File: src/rtl/prof_pkg.sv
// Shared types for the HLS block-level handshake profiler: FSM states and the
// per-invocation record that flows through the record FIFO to the dump consumer.
package prof_pkg;

  localparam int PROF_CNT_W = 32;

  typedef enum logic [1:0] {
    IDLE,
    RUN,
    WAIT_CONT
  } prof_state_e;

  typedef struct packed {
    logic [7:0]            mod_id;
    logic                  incomplete;
    logic [PROF_CNT_W-1:0] start;
    logic [PROF_CNT_W-1:0] latency;
    logic [PROF_CNT_W-1:0] interval;
    logic [PROF_CNT_W-1:0] stall;
  } prof_rec_t;

endpackage

File: src/rtl/prof_rec_fifo.sv
// First-word-fall-through record FIFO. A pop in the same cycle frees a slot, so a
// push into a full FIFO is still accepted when the head is being consumed.
module prof_rec_fifo
  import prof_pkg::*;
#(
  parameter int DEPTH = 8
) (
  input  logic      clk,
  input  logic      rst_n,
  input  logic      push,
  input  prof_rec_t push_data,
  input  logic      pop,
  output prof_rec_t head,
  output logic      full,
  output logic      empty,
  output logic      accepted
);

  localparam int AW = (DEPTH > 1) ? $clog2(DEPTH) : 1;

  prof_rec_t       mem [DEPTH];
  logic [AW-1:0]   wr_ptr;
  logic [AW-1:0]   rd_ptr;
  logic [AW:0]     count;
  logic            pop_ok;

  assign full     = (count == (AW+1)'(DEPTH));
  assign empty    = (count == '0);
  assign pop_ok   = pop && !empty;
  assign accepted = push && (!full || pop_ok);
  // Storage is not reset, so mask the head while empty to keep rec_data at 0.
  assign head     = empty ? '0 : mem[rd_ptr];

  always_ff @(posedge clk) begin
    if (accepted) mem[wr_ptr] <= push_data;
  end

  always_ff @(posedge clk or negedge rst_n) begin
    if (!rst_n) begin
      wr_ptr <= '0;
      rd_ptr <= '0;
      count  <= '0;
    end else begin
      if (accepted) wr_ptr <= wr_ptr + AW'(1);
      if (pop_ok)   rd_ptr <= rd_ptr + AW'(1);
      unique case ({accepted, pop_ok})
        2'b10:   count <= count + (AW+1)'(1);
        2'b01:   count <= count - (AW+1)'(1);
        default: count <= count;
      endcase
    end
  end

endmodule

File: src/rtl/ap_handshake_profiler.sv
// Per-kernel profiler: tracks ap_start/ap_done/ap_continue, turns each invocation
// into a record {start, latency, interval, stall} and queues it for the dump path.
module ap_handshake_profiler
  import prof_pkg::*;
#(
  parameter int         CNT_W  = PROF_CNT_W,
  parameter int         DEPTH  = 8,
  parameter logic [7:0] MOD_ID = 8'd0
) (
  input  logic             ap_clk,
  input  logic             ap_rst_n,
  input  logic             enable,
  input  logic             ap_start,
  input  logic             ap_ready,
  input  logic             ap_done,
  input  logic             ap_continue,
  input  logic             finish,
  output logic             rec_valid,
  input  logic             rec_ready,
  output prof_rec_t        rec_data,
  output logic             busy,
  output logic             overflow,
  output logic [CNT_W-1:0] drop_count,
  output logic [CNT_W-1:0] cycle_count
);

  prof_state_e      state;
  logic [CNT_W-1:0] s_q, lat_q, int_q, stall_q;
  logic             prev_valid, start_blk;
  logic             start_ok, flush, complete, push, restart;
  logic             fifo_full, fifo_empty, push_ok;
  logic [CNT_W-1:0] cur_lat, new_int;
  prof_rec_t        rec;
  logic             unused_ready;

  // ap_ready carries no information the record needs.
  assign unused_ready = ap_ready;
  assign busy         = (state != IDLE);
  assign rec_valid    = !fifo_empty;

  always_comb begin
    start_ok       = ap_start && enable && !(start_blk && finish);
    cur_lat        = cycle_count - s_q + CNT_W'(1);
    new_int        = prev_valid ? cycle_count - s_q : '0;
    flush          = (state != IDLE) && finish;
    complete       = 1'b0;
    rec            = '0;
    rec.mod_id     = MOD_ID;
    rec.incomplete = flush;
    rec.start      = s_q;
    rec.latency    = cur_lat;
    rec.interval   = int_q;
    rec.stall      = '0;
    unique case (state)
      IDLE: begin
        complete     = start_ok && ap_done && ap_continue;
        rec.start    = cycle_count;
        rec.latency  = CNT_W'(1);
        rec.interval = new_int;
      end
      RUN:       complete = !finish && ap_done && ap_continue;
      WAIT_CONT: begin
        complete  = !finish && ap_continue;
        rec.stall = stall_q;
        if (!finish) rec.latency = lat_q;
      end
      default: complete = 1'b0;
    endcase
    push    = complete || flush;
    restart = complete && (state != IDLE) && start_ok;
  end

  always_ff @(posedge ap_clk or negedge ap_rst_n) begin
    if (!ap_rst_n) begin
      state      <= IDLE;
      s_q        <= '0;
      lat_q      <= '0;
      int_q      <= '0;
      stall_q    <= '0;
      prev_valid <= 1'b0;
      start_blk  <= 1'b0;
    end else begin
      if (!finish) start_blk <= 1'b0;
      unique case (state)
        IDLE: if (start_ok) begin
          s_q        <= cycle_count;
          int_q      <= new_int;
          prev_valid <= 1'b1;
          if (!ap_done) begin
            state <= RUN;
          end else if (!ap_continue) begin
            state   <= WAIT_CONT;
            lat_q   <= CNT_W'(1);
            stall_q <= CNT_W'(1);
          end
        end
        RUN: begin
          if (finish) begin
            state     <= IDLE;
            start_blk <= 1'b1;
          end else if (ap_done && !ap_continue) begin
            state   <= WAIT_CONT;
            lat_q   <= cur_lat;
            stall_q <= CNT_W'(1);   // the done cycle itself is the first stalled cycle
          end else if (ap_done) begin
            state <= IDLE;
          end
        end
        WAIT_CONT: begin
          if (finish) begin
            state     <= IDLE;
            start_blk <= 1'b1;
          end else if (ap_continue) begin
            state <= IDLE;
          end else if (stall_q != '1) begin
            stall_q <= stall_q + CNT_W'(1);
          end
        end
        default: state <= IDLE;
      endcase
      // Back-to-back: a start seen in the completion cycle opens the next invocation.
      if (restart) begin
        state <= RUN;
        s_q   <= cycle_count;
        int_q <= new_int;
      end
    end
  end

  always_ff @(posedge ap_clk or negedge ap_rst_n) begin
    if (!ap_rst_n) begin
      cycle_count <= '0;
      overflow    <= 1'b0;
      drop_count  <= '0;
    end else begin
      cycle_count <= cycle_count + CNT_W'(1);
      if (push && !push_ok) begin
        overflow <= 1'b1;
        if (drop_count != '1) drop_count <= drop_count + CNT_W'(1);
      end
    end
  end

  prof_rec_fifo #(.DEPTH(DEPTH)) u_fifo (
    .clk       (ap_clk),
    .rst_n     (ap_rst_n),
    .push      (push),
    .push_data (rec),
    .pop       (rec_ready),
    .head      (rec_data),
    .full      (fifo_full),
    .empty     (fifo_empty),
    .accepted  (push_ok)
  );

endmodule

File: config.mk
export PLATFORM = sky130hd
export DESIGN_NAME = ap_handshake_profiler
export DESIGN_NICKNAME = d
export VERILOG_FILES = /design/src/rtl/prof_pkg.sv /design/src/rtl/prof_rec_fifo.sv /design/src/rtl/ap_handshake_profiler.sv
export SDC_FILE = /design/constraint.sdc
export NUM_CORES = 2
export LEC_CHECK = 0
export CAP_MARGIN = 20
export CORE_UTILIZATION = 45
export DETAILED_ROUTE_END_ITERATION = 8
export HOLD_SLACK_MARGIN = 0.1
export SLEW_MARGIN = 20
export SYNTH_ARGS = -nofsm -noshare
export SYNTH_HDL_FRONTEND = slang
export SYNTH_SLANG_ARGS = --single-unit
File: constraint.sdc
create_clock -name ap_clk -period 28 [get_ports ap_clk]
set_input_delay 4.2 -clock ap_clk [delete_from_list [all_inputs] [get_ports ap_clk]]
set_output_delay 4.2 -clock ap_clk [all_outputs]
set_load 0.05 [all_outputs]
==> results_dict.tcl <==
set metrics [dict create \
    regToRegSetupSlack_ps 22680 \
    synth-edff-count 1032 \
    slew_viol_final 0 \
    ant_nets 0 \
    crit_required_ps 23800 \
    initial_core_util_pct 45.5 \
    rsz0062_at_grt "false" \
    cts_hold_buf 0 \
    ioPinCount 213 \
    cts-htree-levels 4 \
    power.leakage_nw 20.9 \
    yosys_warnings 0 \
    io_buffer_count 203 \
    critical_path_class "flip-flop to output pin" \
    routed_via_density 5.65 \
    syn_inst 3160 \
    synth-main-ff-cell "edfxtp_1" \
    cts_buffer_depth 3 \
    vias 28300 \
    timing.rr.end "u_fifo.mem[7][90]$_DFFE_PP_" \
    clock_sinks 1239 \
    grt_pass1_wl_mm 185 \
    period_minus_slack_ps 9440 \
    synth-seq-cells 1239 \
    whs_endpoint "overflow$_DFFE_PN0P_" \
    grt_max_degree 155 \
    die_h_um 342 \
    total_power_mw 7.23 \
    fin_crit_sh_pct 33.7 \
    route.detailed.drc 20 \
    finClkSkew_ps 26.3 \
    fin_setup_tns_ps 0 \
    timing.max_cap.violations 0 \
    max_freq_ghz 0.106 \
    p_per_area_nw_per_um2 120 \
    async_reset_ff_share_pct 16.7 \
    routed_wl_mm 122 \
    first_pass_iters 7 \
    syn_area_per_cell_um2 16.5 \
    nets 3445 \
    grt_usage_pct 21.1 \
    die_area_um2 117000 \
    cts-buffers-inserted 134 \
    timing_hold_violations_final 0 \
    slew_headroom_pct 23.8 \
    num-fill-cells 9242 \
    cts_tree "yes" \
    drtIter0Drc 2095 \
    antennaDiodeCount 0 \
    num_rows 124 \
    antenna_found_initial 0 \
    gp_congestion 0.875 \
    hold_path.class "flip-flop to flip-flop" \
    gr-total-overflow 0 \
    violations "DRC" \
    grt_pass1_vias 29800 \
    root_buffer "clkbuf_16" \
    synth.distinct_cells 94 \
    crit_chain "buf_12 > buf_16 > buf_6 > mux4_2 > mux2i_1 > nor2_1 > clkdlybuf4s50_1" \
    worst_slew_pin_slew_ps 1140 \
    clk_latency_ps 720 \
    netlist_area_um2 52000 \
    worstHoldStart "overflow$_DFFE_PN0P_" \
    cp_data_arrival_time_ps 5240 \
    areaGrowthSynthToFinish_pct 15.7 \
    clkSlewWorstSetupHoldPaths_ps 60 \
    yosysSeqAreaShare_pct 69.5 \
    status "finished with violations" \
    path_delay_family "buffers and inverters" \
    cts.repair.resized 0 \
    die_w_um 342 \
    hold_path_depth 1 \
    drive_gt1_share_pct 16.8 \
    wl_per_cell_um 24.3 \
    post_cts_buffers 0 \
    path_max_fanout 76 \
    endpoint_kind "output pin" \
    cp-start-kind "flip-flop" \
    hpwl_mm 71.5 \
    ir_drop_uv 90.7 \
    cpMaxStageDelayCell "dfrtp_4" \
    cp_num_buf_inv 4 \
    rr_worst_depth 13 \
    r2r-start "cycle_count[0]$_DFF_PN0_" \
    setup_viol 0 \
    core_um2 115000 \
    slowest_delay_ps 960 \
]
layout by cell type (no fill, tap or decap), types with 13 or more instances in the layout:
cell             Yosys  routed
a21oi_1             51      50
and2_1              44      44
and3_1              24      24
buf_4               10      41
clkbuf_1           106      31
clkbuf_16            0     139
clkdlybuf4s50_1      0     202
clkinv_1             1      22
clkinv_2             0      18
dfrtp_1            207     204
edfxtp_1          1032    1032
ha_1                44      42
inv_1               64      64
mux2_2              33      33
mux2i_1            132     132
mux4_2             258     258
nand2_1            265     265
nand3_1             65      65
nand4_1             37      37
nor2_1             208     206
nor3_1              19      16
o21ai_0            168     161
o21ai_1              7      13
o31ai_1             14      13
or3_1               17      17
xnor2_1             99      99
xor2_1              37      37
cells by family after synthesis:
logic type | Yosys count | synth area share, %
muxes | 423 | 14.4
buffers and inverters | 229 | 1.80
DFF | 1239 | 69.5
other | 1 | 0.00720
adders and majority gates | 46 | 1.13
xor gates and xnor gates | 137 | 2.32
and+or+nand+nor | 758 | 6.94
AOI/OAI and AO/OA | 327 | 3.88
registers in the layout, indices dropped and copies added, names as in the netlist, 2 cells and up:
signal,count
u_fifo.count,4
state,2
lat_q,32
u_fifo.mem,1032
s_q,32
u_fifo.rd_ptr,3
int_q,32
u_fifo.wr_ptr,3
drop_count,32
cycle_count,32
stall_q,32
routing by layer:
layer / share of wire [%] / vias to the layer above / track usage (%)
met5: 0 / - / 0
met4: 2.0 / 0 / 5.68
met3: 5.1 / 156 / 3.83
met2: 51 / 713 / 36.2
met1: 42 / 14800 / 27.6
li1: - / 12700 / -
synth_stat cells (40+ instances only):
master	count	area, µm²
clkbuf_1	106	398
buf_1	40	150
a21oi_1	51	255
o21ai_0	168	841
xnor2_1	99	867
nor2_1	208	781
dfrtp_1	207	5180
mux2i_1	132	1320
edfxtp_1	1032	31000
mux4_2	258	5810
ha_1	44	551
nand3_1	65	325
nand2_1	265	995
and2_1	44	275
inv_1	64	240
cell type report:
| type | count | area (µm²) | area share [%] |
|---|---|---|---|
| sequential | 1239 | 36200 | 60.1 |
| multi-input combinational | 1699 | 15100 | 25.0 |
| clock buffer | 178 | 3700 | 6.15 |
| timing repair buffer | 251 | 2460 | 4.08 |
| tap | 1512 | 1890 | 3.14 |
| clock inverter | 66 | 679 | 1.13 |
| inverter | 65 | 244 | 0.405 |
power by group:
| part | switching, mW | internal [mW] | total (mW) |
|---|---|---|---|
| clock network | 0.706 | 1.04 | 1.75 |
| registers | 0.130 | 2.51 | 2.64 |
| logic | 1.88 | 0.972 | 2.85 |
worst max-delay path by stage:
stage	startpoint	end	slack [ps]	cells past startpoint
finish	u_fifo.rd_ptr[0]$_DFFE_PN0P_	rec_data[49]	18560	7
global route	u_fifo.rd_ptr[0]$_DFFE_PN0P_	rec_data[58]	18140	7
CTS	u_fifo.rd_ptr[0]$_DFFE_PN0P_	rec_data[58]	18080	6
detailed placement	u_fifo.rd_ptr[0]$_DFFE_PN0P_	rec_data[58]	18860	6
global placement	u_fifo.rd_ptr[0]$_DFFE_PN0P_	rec_data[39]	18900	6
floorplan	ap_done	u_fifo.mem[2][0]$_DFFE_PP_	8370	7
per-stage QoR:
step           utilization [%]  instance area, µm²  worst slack [ps]  hold slack, ps  std cells
5_1_grt                   52.6               60200             18140             501       5010
2_1_floorplan                -               52100              8370             448       3167
6_report                  52.6               60200             18560             478       5010
3_3_place_gp              48.7               55800             18900             459       4764
3_5_place_dp              48.7               55800             18860             455       4764
4_1_cts                   52.6               60200             18080             479       5008
(Power assumes the default switching activity.)
